--- config.mk ---
export PLATFORM = sky130hd
export DESIGN_NAME = bp_me_dma_mem_bridge
export DESIGN_NICKNAME = d
export VERILOG_FILES = /design/src/rtl/bp_me_dma_mem_bridge.sv
export SDC_FILE = /design/constraint.sdc
export NUM_CORES = 1
export LEC_CHECK = 0
export BUFFER_PORTS_ARGS = -buffer_cell sky130_fd_sc_hd__buf_2
export CAP_MARGIN = 30
export CORE_AREA = 2 2 239 241
export CTS_BUF_LIST = sky130_fd_sc_hd__clkbuf_8 sky130_fd_sc_hd__clkbuf_16
export CTS_CLUSTER_SIZE = 16
export DETAILED_ROUTE_END_ITERATION = 7
export DIE_AREA = 0 0 241 243
export PLACE_DENSITY_LB_ADDON = 0.1
export SYNTH_ARGS = -nofsm -noshare
export SYNTH_HDL_FRONTEND = slang
export SYNTH_SLANG_ARGS = --single-unit
--- constraint.sdc ---
create_clock -name clk_i -period 4.1 [get_ports clk_i]
set_input_delay 0.615 -clock clk_i [delete_from_list [all_inputs] [get_ports clk_i]]
set_output_delay 0.615 -clock clk_i [all_outputs]
set_load 0.01 [all_outputs]
--- src/rtl/bp_me_dma_mem_bridge.sv ---
// L2-bank DMA to in-order memory port bridge: splits block transactions into fill-width beat commands.
// Optional BP_ME_DMA_BRIDGE_SKIP_MASKED_EN: zero-mask write beats are consumed without a memory command.
module bp_me_dma_mem_bridge #(
    parameter int unsigned daddr_width_p         = 32,
    parameter int unsigned word_width_p          = 64,
    parameter int unsigned block_size_in_words_p = 8,
    parameter int unsigned fill_width_p          = 128,
    parameter int unsigned credits_p             = 4
) (
    input  logic                                          clk_i,
    input  logic                                          reset_n_i,
    input  logic [block_size_in_words_p+daddr_width_p:0]  dma_pkt_i,
    input  logic                                          dma_pkt_v_i,
    output logic                                          dma_pkt_ready_and_o,
    input  logic [fill_width_p-1:0]                       dma_data_i,
    input  logic                                          dma_data_v_i,
    output logic                                          dma_data_ready_and_o,
    output logic [fill_width_p-1:0]                       dma_data_o,
    output logic                                          dma_data_v_o,
    input  logic                                          dma_data_ready_and_i,
    output logic [daddr_width_p-1:0]                      mem_cmd_addr_o,
    output logic                                          mem_cmd_w_o,
    output logic [fill_width_p-1:0]                       mem_cmd_data_o,
    output logic [fill_width_p/8-1:0]                     mem_cmd_mask_o,
    output logic                                          mem_cmd_v_o,
    input  logic                                          mem_cmd_ready_and_i,
    input  logic [fill_width_p-1:0]                       mem_resp_data_i,
    input  logic                                          mem_resp_v_i,
    output logic                                          mem_resp_ready_and_o
);

    localparam int unsigned Beats      = block_size_in_words_p * word_width_p / fill_width_p;
    localparam int unsigned Wpb        = fill_width_p / word_width_p;
    localparam int unsigned WordBytes  = word_width_p / 8;
    localparam int unsigned FillBytes  = fill_width_p / 8;
    localparam int unsigned BlockBytes = block_size_in_words_p * word_width_p / 8;
    localparam int unsigned MaskW      = fill_width_p / 8;
    localparam int unsigned PktW       = 1 + block_size_in_words_p + daddr_width_p;
    localparam int unsigned BeatW      = (Beats > 1) ? $clog2(Beats) : 1;
    localparam int unsigned CntW       = $clog2(credits_p + 1);
    localparam int unsigned PtrW       = (credits_p > 1) ? $clog2(credits_p) : 1;

    typedef enum logic [1:0] {S_IDLE, S_RD, S_WR} state_e;

    state_e                             state_q;
    logic [BeatW-1:0]                   beat_q;
    logic [CntW-1:0]                    outstanding_q;
    logic [daddr_width_p-1:0]           base_q;
    logic [block_size_in_words_p-1:0]   mask_q;
    logic [fill_width_p-1:0]            fifo_q [credits_p];
    logic [PtrW-1:0]                    rptr_q, wptr_q;
    logic [CntW-1:0]                    count_q;

    logic                               pkt_w;
    logic [block_size_in_words_p-1:0]   pkt_mask;
    logic [daddr_width_p-1:0]           pkt_addr;
    logic [Wpb-1:0]                     word_mask;
    logic [MaskW-1:0]                   byte_mask;
    logic                               last_beat;
    logic                               pkt_fire, rd_fire, wr_fire, resp_fire, drain_fire;

    assign pkt_w     = dma_pkt_i[PktW-1];
    assign pkt_mask  = dma_pkt_i[PktW-2 -: block_size_in_words_p];
    assign pkt_addr  = dma_pkt_i[daddr_width_p-1:0];
    assign last_beat = (beat_q == BeatW'(Beats - 1));

    // Expand the latched per-word mask of the current beat into a byte mask.
    always_comb begin
        word_mask = mask_q[beat_q*Wpb +: Wpb];
        for (int b = 0; b < MaskW; b++) begin
            byte_mask[b] = word_mask[b / WordBytes];
        end
    end

    always_comb begin
        dma_pkt_ready_and_o  = 1'b0;
        dma_data_ready_and_o = 1'b0;
        mem_cmd_v_o          = 1'b0;
        mem_cmd_w_o          = 1'b0;
        mem_cmd_mask_o       = '0;
        mem_cmd_data_o       = dma_data_i;
        mem_cmd_addr_o       = base_q + daddr_width_p'(beat_q) * daddr_width_p'(FillBytes);
        case (state_q)
            S_IDLE: dma_pkt_ready_and_o = (outstanding_q == '0) || !pkt_w;
            S_RD:   mem_cmd_v_o = (outstanding_q < CntW'(credits_p));
            S_WR: begin
                mem_cmd_w_o    = 1'b1;
                mem_cmd_mask_o = byte_mask;
`ifdef BP_ME_DMA_BRIDGE_SKIP_MASKED_EN
                mem_cmd_v_o          = dma_data_v_i && (byte_mask != '0);
                dma_data_ready_and_o = mem_cmd_ready_and_i || (byte_mask == '0);
`else
                mem_cmd_v_o          = dma_data_v_i;
                dma_data_ready_and_o = mem_cmd_ready_and_i;
`endif
            end
            default: ;
        endcase
        if (!reset_n_i) begin
            dma_pkt_ready_and_o  = 1'b0;
            dma_data_ready_and_o = 1'b0;
            mem_cmd_v_o          = 1'b0;
        end
    end

    assign mem_resp_ready_and_o = reset_n_i && (count_q != CntW'(credits_p));
    assign dma_data_v_o         = reset_n_i && (count_q != '0);
    assign dma_data_o           = fifo_q[rptr_q];

    assign pkt_fire   = dma_pkt_v_i && dma_pkt_ready_and_o;
    assign rd_fire    = (state_q == S_RD) && mem_cmd_v_o && mem_cmd_ready_and_i;
    assign wr_fire    = (state_q == S_WR) && dma_data_v_i && dma_data_ready_and_o;
    assign resp_fire  = mem_resp_v_i && mem_resp_ready_and_o;
    assign drain_fire = dma_data_v_o && dma_data_ready_and_i;

    always_ff @(posedge clk_i) begin
        if (!reset_n_i) begin
            state_q       <= S_IDLE;
            beat_q        <= '0;
            outstanding_q <= '0;
            base_q        <= '0;
            mask_q        <= '0;
            rptr_q        <= '0;
            wptr_q        <= '0;
            count_q       <= '0;
        end else begin
            case (state_q)
                S_IDLE: if (pkt_fire) begin
                    base_q  <= pkt_addr & ~daddr_width_p'(BlockBytes - 1);
                    mask_q  <= pkt_mask;
                    beat_q  <= '0;
                    state_q <= pkt_w ? S_WR : S_RD;
                end
                S_RD: if (rd_fire) begin
                    beat_q <= beat_q + BeatW'(1);
                    if (last_beat) state_q <= S_IDLE;
                end
                S_WR: if (wr_fire) begin
                    beat_q <= beat_q + BeatW'(1);
                    if (last_beat) state_q <= S_IDLE;
                end
                default: state_q <= S_IDLE;
            endcase
            // Issue and drain in the same cycle cancel out.
            outstanding_q <= outstanding_q + CntW'(rd_fire) - CntW'(drain_fire);
            if (resp_fire)  wptr_q <= (wptr_q == PtrW'(credits_p - 1)) ? '0 : wptr_q + PtrW'(1);
            if (drain_fire) rptr_q <= (rptr_q == PtrW'(credits_p - 1)) ? '0 : rptr_q + PtrW'(1);
            count_q <= count_q + CntW'(resp_fire) - CntW'(drain_fire);
        end
    end

    always_ff @(posedge clk_i) begin
        if (resp_fire) fifo_q[wptr_q] <= mem_resp_data_i;
    end

endmodule
# ---- Word-level counts from Yosys, hierarchy flattened
# Memory sizes are Yosys's and may differ from the RTL's. A register that Yosys moved wholly into a read port is not among the register bits.
# Cells that the tools add are included.
# Widths: inputs -> output; s select.
dict set report op_classes {
  eq_ne 9
  bitwise 0
  n_div 0
  shift 1
  n_reduce_logical 18
  mul 0
  mux 24
  n_addsub 8
  order_cmp 1
}
# cell n
set ops {}
lappend ops {{$add 32x6->32} 1}
lappend ops {{$mux 2} 12}
lappend ops {{$mux 16} 1}
lappend ops {{$pmux 2 s3} 2}
lappend ops {{$logic_and 1x1->1} 9}
lappend ops {{$eq 2x2->1 const B} 4}
lappend ops {{$mux 1} 8}
lappend ops {{$shiftx 8x4->2} 1}
lappend ops {{$add 2x1->2 const B} 3}
lappend ops {{$add 3x1->3} 2}
lappend ops {{$ne 2x2->1 const B} 3}
lappend ops {{$reduce_bool 3->1} 2}
lappend ops {{$sub 3x1->3} 2}
lappend ops {{$reduce_and 4->1} 1}
lappend ops {{$logic_not 3->1} 1}
lappend ops {{$lt 3x3->1 const B} 1}
lappend ops {{$ne 3x3->1 const B} 1}
lappend ops {{$reduce_and 3->1} 1}
lappend ops {{$eq 2x1->1 const B} 1}
lappend ops {{$logic_not 2->1} 1}
lappend ops {{$pmux 1 s2} 1}
lappend ops {{$reduce_and 2->1} 1}
lappend ops {{$logic_not 1->1} 1}
lappend ops {{$logic_or 1x1->1} 1}
dict set report totals {
  ram_bits 512
  ff_bits 48
  input_bits 304
  out_inout_bits 310
  romBits 0
  mem_count 1
  elab_cells 70
  latchBits 0
}
# memory words word_bits read_ports rd_clocked_by_memory_dff wr line_no
set mem_list {}
lappend mem_list {fifo_q 4 128 1 1 1 50} ;# logic [fill_width_p-1:0] fifo_q [credits_p];

# ---- Depth between registers and ports, before layout
# Gate-level depths: netlist (run 1).
dict set report logic_depth {
  ltp_word 7
  depth_mapped 11
}

# ---- Least setup slack after synthesis (run 1)
# OpenSTA, ideal clock, no wires.
dict set report synth_timing {
  path_type {input to register}
  from {input reset_n_i}
  to {memory fifo_q[0][0], enable pin}
  required_ns 3.597
  n_path_buf 0
  arrival_time_ns 3.829
  setup_ns 0.503
  path_slack_ns -0.232
  path_stages 2
  path_cell_list {and3b_1 -> and2_1}
}
dict set report synth_between {
  elab_chain_cells 4
}
# element line_no
set synth_rtl {}
lappend synth_rtl {{start, declared} 11} ;# input logic reset_n_i,
lappend synth_rtl {{$logic_and 1x1->1} 106} ;# assign mem_resp_ready_and_o = reset_n_i && (count_q != CntW'(credits_p));
lappend synth_rtl {{$logic_and 1x1->1} 113} ;# assign resp_fire = mem_resp_v_i && mem_resp_ready_and_o;
lappend synth_rtl {{$mux 1} 153} ;# if (resp_fire) fifo_q[wptr_q] <= mem_resp_data_i;
lappend synth_rtl {{$mux 1 (implied by the code)} 153}
lappend synth_rtl {{end, declared} 50}
# No other way between the ends.

==> results, run 1 <==
- The run finished with clean final reports.
- The fmax is 326 MHz.
- The clock sink total is 562.
- The routed design has 46900 um of wire.
- The critical path endpoint category is a primary output.
- The net switching power of the design is 3770 uW.
- The number of top-level pins is just over 600.
- Counting flops with a built-in enable in the synthesized netlist gives 512.
- In this run the power density over the cells is 582 nW/um^2.
- The H-tree level count is 2.
- The source-to-sink clock delay at the later pin of the worst-skew pair is 0.60 ns.
- The sequential fraction of design power is 46.7%.
- The area of combinational cells with multiple inputs is 4020 um^2.
- Dividing the final minimum period by the clock period gives 74.7%.
- The first global-routing pass estimated between 60000 and 70000 um of wire.
- Ranked by total cell area, the synthesized netlist is headed by sky130_fd_sc_hd__edfxtp_1, sky130_fd_sc_hd__mux4_2, sky130_fd_sc_hd__buf_4.
- The kind of path behind the tightest hold check is primary input to register.
- The warning count from the yosys run is 0.
- The clock network accounts for about 34% of the total power.
- TritonCTS built the clock tree.
- The initial utilization of the core area, before any placement, comes to around two fifths.
- The number of instances in the synthesized netlist is 1076.
- The cell area that synthesis handed to floorplanning was 21800 um^2.
- Cell internal power was estimated by the tool at 10900 uW.
- OpenSTA, run right after detailed placement, puts the worst setup slack at 1.36 ns.
- Counting flops with an async set or reset pin after synthesis yields a share of 0%.
- The post-synthesis to final-layout area growth is 15.9%.
- The count of hold-fix buffers inserted at cts is 0.
- The tree is rooted in a sky130_fd_sc_hd__clkbuf_16.
- Across the whole layout, storage elements account for between 15000 and 20000 um^2.
- The vertical die dimension is 243 um.
- Once detailed placement completed, the half-perimeter wirelength came to ~29000 um.
- The data arrival time of the worst path is 2.45 ns.
- The global placer's final weighted congestion is 0.708.
- For this run, the detailed router's first-pass iteration total came to 4.
- The final-report max-slew violation count is 0.
- After detailed routing, the average wire length per cell comes to between 20 and 25 um.
- The fraction of power spent switching nets is 25.6%.
- The hold violation count in the final report is 0.
- Entering global routing, the biggest net connects 88 pins.
- Global routing finished with a remaining overflow of 0.
- Once routing completed, OpenROAD measured the worst setup slack at 1.04 ns.
- The via count of the first global-routing pass is 10916.
- The number of input and output port buffers inserted is 347.
- Fill cells in the final layout number 4939.
- For this run, the leading register cell type out of synthesis is sky130_fd_sc_hd__edfxtp_1.
- Counting distinct cell types in the post-synthesis netlist gives 42.
- The first routing iteration left ~430 violations.
- The number of maximum-capacitance violations is 0.
- Post-CTS timing repair inserted 0 buffers for setup.
- Combinational cells account for around a fifth of the total power.
- The width of the die is between 200 and 250 um.
- Global routing consumed, over all layers together, between 15 and 20% of the routing resources.
- The sequential area share after synthesis is 75.2%.
- The post-layout minimum cycle time is 3.06 ns.
- The kind of critical path is register to primary output.
- The floorplan die area is 58600 um^2.
- The count of state elements after synthesis is 562.
- The largest area contributor in the netlist is sky130_fd_sc_hd__edfxtp_1.
- Setup repair after global routing left no endpoint under its margin.
- The remaining routing DRC violations is 0.
- The number of rows in the core area is 87.
- Summed over all failing endpoints, the final setup total negative slack is 0 ns.
- The synthesized area divided by synthesized cell count is 20.2 um^2.
- The initial antenna violation count was 10.
- The post-route netlist has 42.6% of its cells at a drive strength greater than 1.
- The worst-case IR drop observed on VDD is roughly 0.49 mV.
- Clock-pin slew was measured on the worst setup and hold paths at 0.06 ns.
- The area of the core is 56000 um^2.
- The number of setup violations in the final report is 0.
- The synthesized design devotes to its leading area cell type a little over two thirds of total area.
- TritonCTS created 59 clock buffers.
- The critical-path maximum fanout is 35.
- The number of instances resized during post-cts repair is 0.
- No sink is reached through more buffers than the 3 on the longest clock path.
- The number of vias in the routed layout is approximately 10000.
- After the last flow step, the layout net total stands at about 1600.
- The critical path launch point type is a register.
- At the pin with the least slew margin, the transition time is 0.932 ns.
- Dividing the detail-routed via count by the number of cells gives 4.89.
- The static power due to leakage is about 0.0089 uW.
- The final antenna-violating net count is 0.
- The largest clock skew in the final design is 0.0152 ns.
- In this run the tightest slew margin relative to its limit is 37.7%.
- For the worst setup path, the data required time is 3.48 ns.
==> path summary, 6_finish.rpt <==
kind / endpoint / start / slack [ns] / cells after the start
worst min-delay path: base_q[21] / dma_pkt_i[21] / 0.20 / 3
worst max-delay path: dma_data_o[38] / register / 1.04 / 3
worst max register to register: outstanding_q[2] / state_q[0] / 1.55 / 11
worst min register to register: base_q[25] / base_q[25] / 0.45 / 2
==> cells by family after synthesis <==
| logic type | after synthesis | share of synthesized area (%) |
|---|---|---|
| other cells | 1 | 0.0172 |
| simple gates | 147 | 3.13 |
| xor+xnor | 4 | 0.161 |
| compound gates | 13 | 0.431 |
| mux | 134 | 13.6 |
| flops | 562 | 75.2 |
| fa+ha+maj | 16 | 0.988 |
| buf+inv | 199 | 6.46 |
==> layer usage <==
layer	up-vias	track usage [%]	wire length [um]
li1	4579	-	-
met1	5293	20.4	19500
met2	389	25.3	22200
met3	97	6.25	4080
met4	18	4.16	1010
met5	-	0.0842	120
==> final cells by class <==
type	count	area share (%)
repair buffers	365	7.91
well taps	756	3.75
clock inverters	46	1.11
multi-input cells	318	15.9
inverters	12	0.178
flip-flops and latches	562	64.9
diodes	1	0.00991
clock buffers	64	6.25
==> cells in the final DEF, fill, tap and decap left out, types with 3 or more instances in the layout <==
cell	count
sky130_fd_sc_hd__and2_4	4
sky130_fd_sc_hd__mux4_2	130
sky130_fd_sc_hd__dfxtp_1	48
sky130_fd_sc_hd__clkinv_1	15
sky130_fd_sc_hd__ha_1	14
sky130_fd_sc_hd__and2_1	7
sky130_fd_sc_hd__conb_1	4
sky130_fd_sc_hd__edfxtp_1	512
sky130_fd_sc_hd__buf_4	8
sky130_fd_sc_hd__buf_2	347
sky130_fd_sc_hd__xnor2_1	3
sky130_fd_sc_hd__o21ai_0	4
sky130_fd_sc_hd__buf_12	10
sky130_fd_sc_hd__nand2_1	82
sky130_fd_sc_hd__nor2b_1	3
sky130_fd_sc_hd__clkbuf_16	62
sky130_fd_sc_hd__inv_1	29
sky130_fd_sc_hd__mux2i_1	4
sky130_fd_sc_hd__nand3_1	36
sky130_fd_sc_hd__clkinv_2	8
sky130_fd_sc_hd__bufinv_16	3
==> power groups by stage <==
stage	Sequential, uW	Combinational, uW	Clock (uW)
after floorplan	6970	1940	0
after global placement	6970	2880	0
after detailed placement	6990	2890	0
after CTS	6870	2900	5230
after global routing	6910	3050	5450
final	6860	2780	5060
==> Yosys cell counts, types with 2 or more instances <==
cell	number
sky130_fd_sc_hd__and2_1	11
sky130_fd_sc_hd__and3_1	2
sky130_fd_sc_hd__nand3_1	36
sky130_fd_sc_hd__buf_1	12
sky130_fd_sc_hd__fa_1	2
sky130_fd_sc_hd__mux4_2	130
sky130_fd_sc_hd__nor2_1	2
sky130_fd_sc_hd__buf_4	158
sky130_fd_sc_hd__edfxtp_1	512
sky130_fd_sc_hd__clkbuf_1	4
sky130_fd_sc_hd__inv_1	12
sky130_fd_sc_hd__ha_1	14
sky130_fd_sc_hd__xnor2_1	3
sky130_fd_sc_hd__buf_2	9
sky130_fd_sc_hd__nand4_1	2
sky130_fd_sc_hd__nand2_1	82
sky130_fd_sc_hd__dfxtp_1	50
sky130_fd_sc_hd__mux2i_1	4
sky130_fd_sc_hd__o21ai_0	4
sky130_fd_sc_hd__nor2b_1	3
sky130_fd_sc_hd__buf_12	3
==> sequential cells by signal (all words and copies together) (netlist names), named ones only <==
signal / flops
count_q: 3
beat_q: 2
base_q: 26
state_q: 2
rptr_q: 2
wptr_q: 2
fifo_q: 512
outstanding_q: 3
mask_q: 8
==> critical path, cell delays in order (launching register included) <==
cell	delay, ns
sky130_fd_sc_hd__dfxtp_4	0.74
sky130_fd_sc_hd__buf_4	0.55
sky130_fd_sc_hd__mux4_2	0.39
sky130_fd_sc_hd__buf_2	0.17
==> metrics by stage <==
| stage | hold WS (ns) | total power [uW] | cell area [um^2] | utilization, % | instances |
|---|---|---|---|---|---|
| finish | 0.199 | 14700 | 25200 | 45.1 | 2124 |
| global route | 0.166 | 15400 | 25200 | 45.1 | 2123 |
| CTS | 0.147 | 15000 | 25200 | 45.1 | 2123 |
| detailed placement | 0.442 | 9880 | 23400 | 41.8 | 2013 |
| global placement | 0.442 | 9850 | 23400 | 41.8 | 2013 |
| floorplan | 0.431 | 8910 | 21800 | - | 1079 |
Power figures use the tool's default switching activity.
==> run 2: changes to the inputs <==
--- a/config.mk
+++ b/config.mk
@@ -7,11 +7,11 @@
 export LEC_CHECK = 0
 export BUFFER_PORTS_ARGS = -buffer_cell sky130_fd_sc_hd__buf_2
 export CAP_MARGIN = 30
-export CORE_AREA = 2 2 239 241
+export CORE_AREA = 2 2 241 243
 export CTS_BUF_LIST = sky130_fd_sc_hd__clkbuf_8 sky130_fd_sc_hd__clkbuf_16
 export CTS_CLUSTER_SIZE = 16
 export DETAILED_ROUTE_END_ITERATION = 7
-export DIE_AREA = 0 0 241 243
+export DIE_AREA = 0 0 243 245
 export PLACE_DENSITY_LB_ADDON = 0.1
 export SYNTH_ARGS = -nofsm -noshare
 export SYNTH_HDL_FRONTEND = slang
==> constraint.sdc (replaced) <==
create_clock -name clk_i -period 2.9 [get_ports clk_i]
set_input_delay 0.435 -clock clk_i [delete_from_list [all_inputs] [get_ports clk_i]]
set_output_delay 0.435 -clock clk_i [all_outputs]
set_load 0.01 [all_outputs]
==> run 2 against run 1 <==
Largest cell class unchanged. Core utilization is 1.3 points higher. Global-route usage increased by 0.46 points. Die area up 1.7%. Power is 43% higher. Clock skew increased by 0.0031 ns. Largest power group unchanged. Cell area increased by 5.0%. Critical path type unchanged. Worst hold slack got worse by 0.16 ns.
==> results, run 2 (synthesized netlist as in run 1, its figures left out) <==
- The sum of routed wire length over all layers is 49000 um (+4.6%).
- The via count of the first global-routing pass is 11656 (+6.8%).
- The count of nets after finishing is 1760 (+7.4%).
- The number of instances resized during post-cts repair is 0 (unchanged).
- The width of the die is 243 um (+0.83%).
- The library cell used most frequently in the layout, excluding fill and tap cells, is sky130_fd_sc_hd__edfxtp_1.
- The relative contribution of combinational cells to total power is 19.9% (+1.0 points).
- The fmax is between 300 and 400 MHz.
- The detailed-routed wire length on met2 is 24000 um (+8.2%).
- The number of maximum-capacitance violations is 0 (unchanged).
- The number of top-level pins came to 614 (unchanged).
- The critical-path maximum fanout is 16 (-54%).
- In this run the most critical hold path is launched from mem_resp_data_i[41].
- The routed length on met3 is 4190 um (+2.5%).
- The data arrival time of the worst path is 2.28 ns (-0.17 ns).
- The number of setup violations in the final report is 0 (unchanged).
- The net switching power of the design is 5440 uW (+44%).
- STA classifies the critical path startpoint as a register.
- The clock sink total is 562 (unchanged).
- The global placer's final weighted congestion is 0.738 (+4.3%).
- The number of flip-flops under the largest register name is 512 (unchanged).
- The maximum vdd drop came to 0.497 mV (+1.2%).
- The register containing the most flip-flops in the final layout is fifo_q.
- Setup repair after global routing left no endpoint under its margin.
- The filler cell count in the final layout came to 5008 (+1.4%).
- The hold violation count in the final report is 0 (unchanged).
- The cell depth of the worst min-delay path is 1 (-2).
- The clock buffer count from CTS is 59 (unchanged).
- The end point of the most critical hold path is fifo_q[1][41].
- The internal power consumption came to 15500 uW (+42%).
- The sequential fraction of design power came to 46.4% (-0.3 points).
- After layout, the worst path uses approximately 93% of the clock period.
- The source-to-sink clock delay at the later pin of the worst-skew pair is 0.62 ns (+0.02 ns).
- The run finished with clean final reports.
- The transition time of the tightest slew-check pin is 0.498 ns (-0.433 ns).
- The routed wirelength normalized by instance count came to 21.7 um (-1.4%).
- The sum of routed wire segments on met1 came to 19800 um (+1.6%).
- The fraction of power spent switching nets is 25.9% (+0.30 points).
- The overall track demand over capacity in global routing is 16.4% (+0.46 points).
- The buffer depth of the longest clock path is 3 (unchanged).
- The kind of path behind the tightest hold check is primary input to register.
- The final antenna-violating net count is 0 (unchanged).
- The number of cells on the worst reg-to-reg path is 11 (unchanged).
- In the layout the commonest cells are sky130_fd_sc_hd__edfxtp_1, sky130_fd_sc_hd__buf_2, sky130_fd_sc_hd__mux4_2.
- The initial core utilization is 38.2% (-0.74 points).
- The post-place setup slack is 0.350 ns (-1.01 ns).
- The remaining routing DRC violations is 0 (unchanged).
- The data required time at the worst endpoint is 2.47 ns (-1.01 ns).
- The post-layout utilization of the core is 46.5% (+1.3 points).
- The clock network fraction of total power was 33.7% (-0.7 points).
- The HPWL after detailed placement was 30500 um (+5.5%).
- The aggregate global routing overflow was 0 (unchanged).
- The number of vias in the routed layout was 10844 (+4.5%).
- The first-pass GRT wire length was 73400 um (+5.6%).
- The largest clock skew in the final design is 0.0182 ns (+0.00309 ns).
- The share of layout cells above drive strength 1 is 39.6% (-3.0 points).
- Relative to the synthesized area, the layout overhead comes to 21.7%.
- The power per cell area is 791 nW/um^2 (+36%).
- The total negative setup slack is 0 ns (unchanged).
- TritonCTS built the clock tree.
- The tree is rooted in a sky130_fd_sc_hd__clkbuf_16.
- The origin of the critical flop-to-flop path is state_q[0].
- The flop-to-flop setup slack is 0.34 ns (-1.21 ns).
- The clock transition time at the flip-flop clock pins of the worst setup and hold paths is 0.06 ns (about the same).
- The largest registers in the layout are fifo_q: 512 flops, base_q: 26 flops, mask_q: 8 flops.
- The first-pass detailed-route iteration total came to 6 (+2).
- The static power due to leakage is 0.00944 uW (+6.0%).
- The number of input and output port buffers inserted is 347 (unchanged).
- The violation count after the first detailed-route iteration is 500 (+17%).
- The worst-case headroom to the max-slew limit is 66.4% (+29 points).
- The initial antenna violation count is 6 (-4).
- The H-tree level count is 2 (unchanged).
- STA classifies the critical path endpoint as a primary output.
- The number of rows in the core area was 88 (+1.1%).
- The pin count of the biggest net entering global routing is 70 (-20%).
- The kind of critical path is register to primary output.
- The floorplan die area is 59500 um^2 (+1.7%).
- The post-layout minimum cycle time is 2.71 ns.
- The endpoint of the worst-slack reg-to-reg timing path is outstanding_q[2].
- The number of setup buffers added after CTS is 0 (unchanged).
- The vertical die dimension was 245 um (+0.82%).
- The area of the core is 57000 um^2 (+1.9%).
- The final-report max-slew violation count is 0 (unchanged).
- The worst setup slack after layout came to 0.190 ns (-0.846 ns).
- The highest signal layer in the routed design is met5.
- The detailed-route vias per instance was 4.81 (-1.5%).
## run 2: repair_timing
item | in CTS | in global routing
hold endpoints to repair | 322 | 0
hold buffers | 110 | 0
endpoints found under the setup margin | 0 | 0
## run 2: final cells by class
cell class	instances	area [um^2]	share of cell area, %
flip-flops and latches	562	16400	61.8
diodes	1	2.50	0.00944
repair buffers	487	3260	12.3
clock buffers	64	1570	5.91
clock inverters	44	272	1.02
multi-input cells	318	4020	15.2
inverters	12	45.0	0.170
well taps	765	957	3.61
## run 2: critical path: stages (launching register included)
cell	delay (ns)
sky130_fd_sc_hd__dfxtp_4	0.54
sky130_fd_sc_hd__buf_4	0.40
sky130_fd_sc_hd__mux4_2	0.56
sky130_fd_sc_hd__buf_2	0.16
## run 2: worst max path at each step
| stage | slack [ns] | from | end |
|---|---|---|---|
| floorplan | 0.12 | count_q[2] | fifo_q[0][0] |
| global placement | 0.37 | state_q[0] | outstanding_q[2] |
| detailed placement | 0.35 | state_q[0] | outstanding_q[2] |
| CTS | 0.07 | register | dma_data_o[26] |
| global route | 0.02 | register | dma_data_o[26] |
| finish | 0.19 | register | dma_data_o[21] |
## run 2: per-stage QoR
| step | hold WS [ns] | cell area (um^2) | instances | total power [uW] |
|---|---|---|---|---|
| finish | 0.0429 | 26500 | 2253 | 21000 |
| global route | 0.00816 | 26500 | 2253 | 22000 |
| CTS | 0.000523 | 26500 | 2252 | 21400 |
| detailed placement | 0.442 | 23600 | 2034 | 14100 |
| global placement | 0.440 | 23600 | 2034 | 14100 |
| floorplan | 0.431 | 21800 | 1079 | 12600 |
## run 2: power by group through the flow
stage | Combinational (uW) | Sequential [uW] | Clock (uW)
5_1_grt | 4550 | 9790 | 7650
3_3_place_gp | 4170 | 9880 | 0
4_1_cts | 4320 | 9740 | 7320
6_report | 4180 | 9720 | 7070
2_1_floorplan | 2750 | 9850 | 0
3_5_place_dp | 4190 | 9900 | 0
## run 2: per-layer routing
layer / vias up / global-route usage (%)
li1: 4820 / -
met1: 5526 / 20.3
met2: 413 / 27.0
met3: 77 / 6.13
met4: 8 / 4.75
met5: - / 0
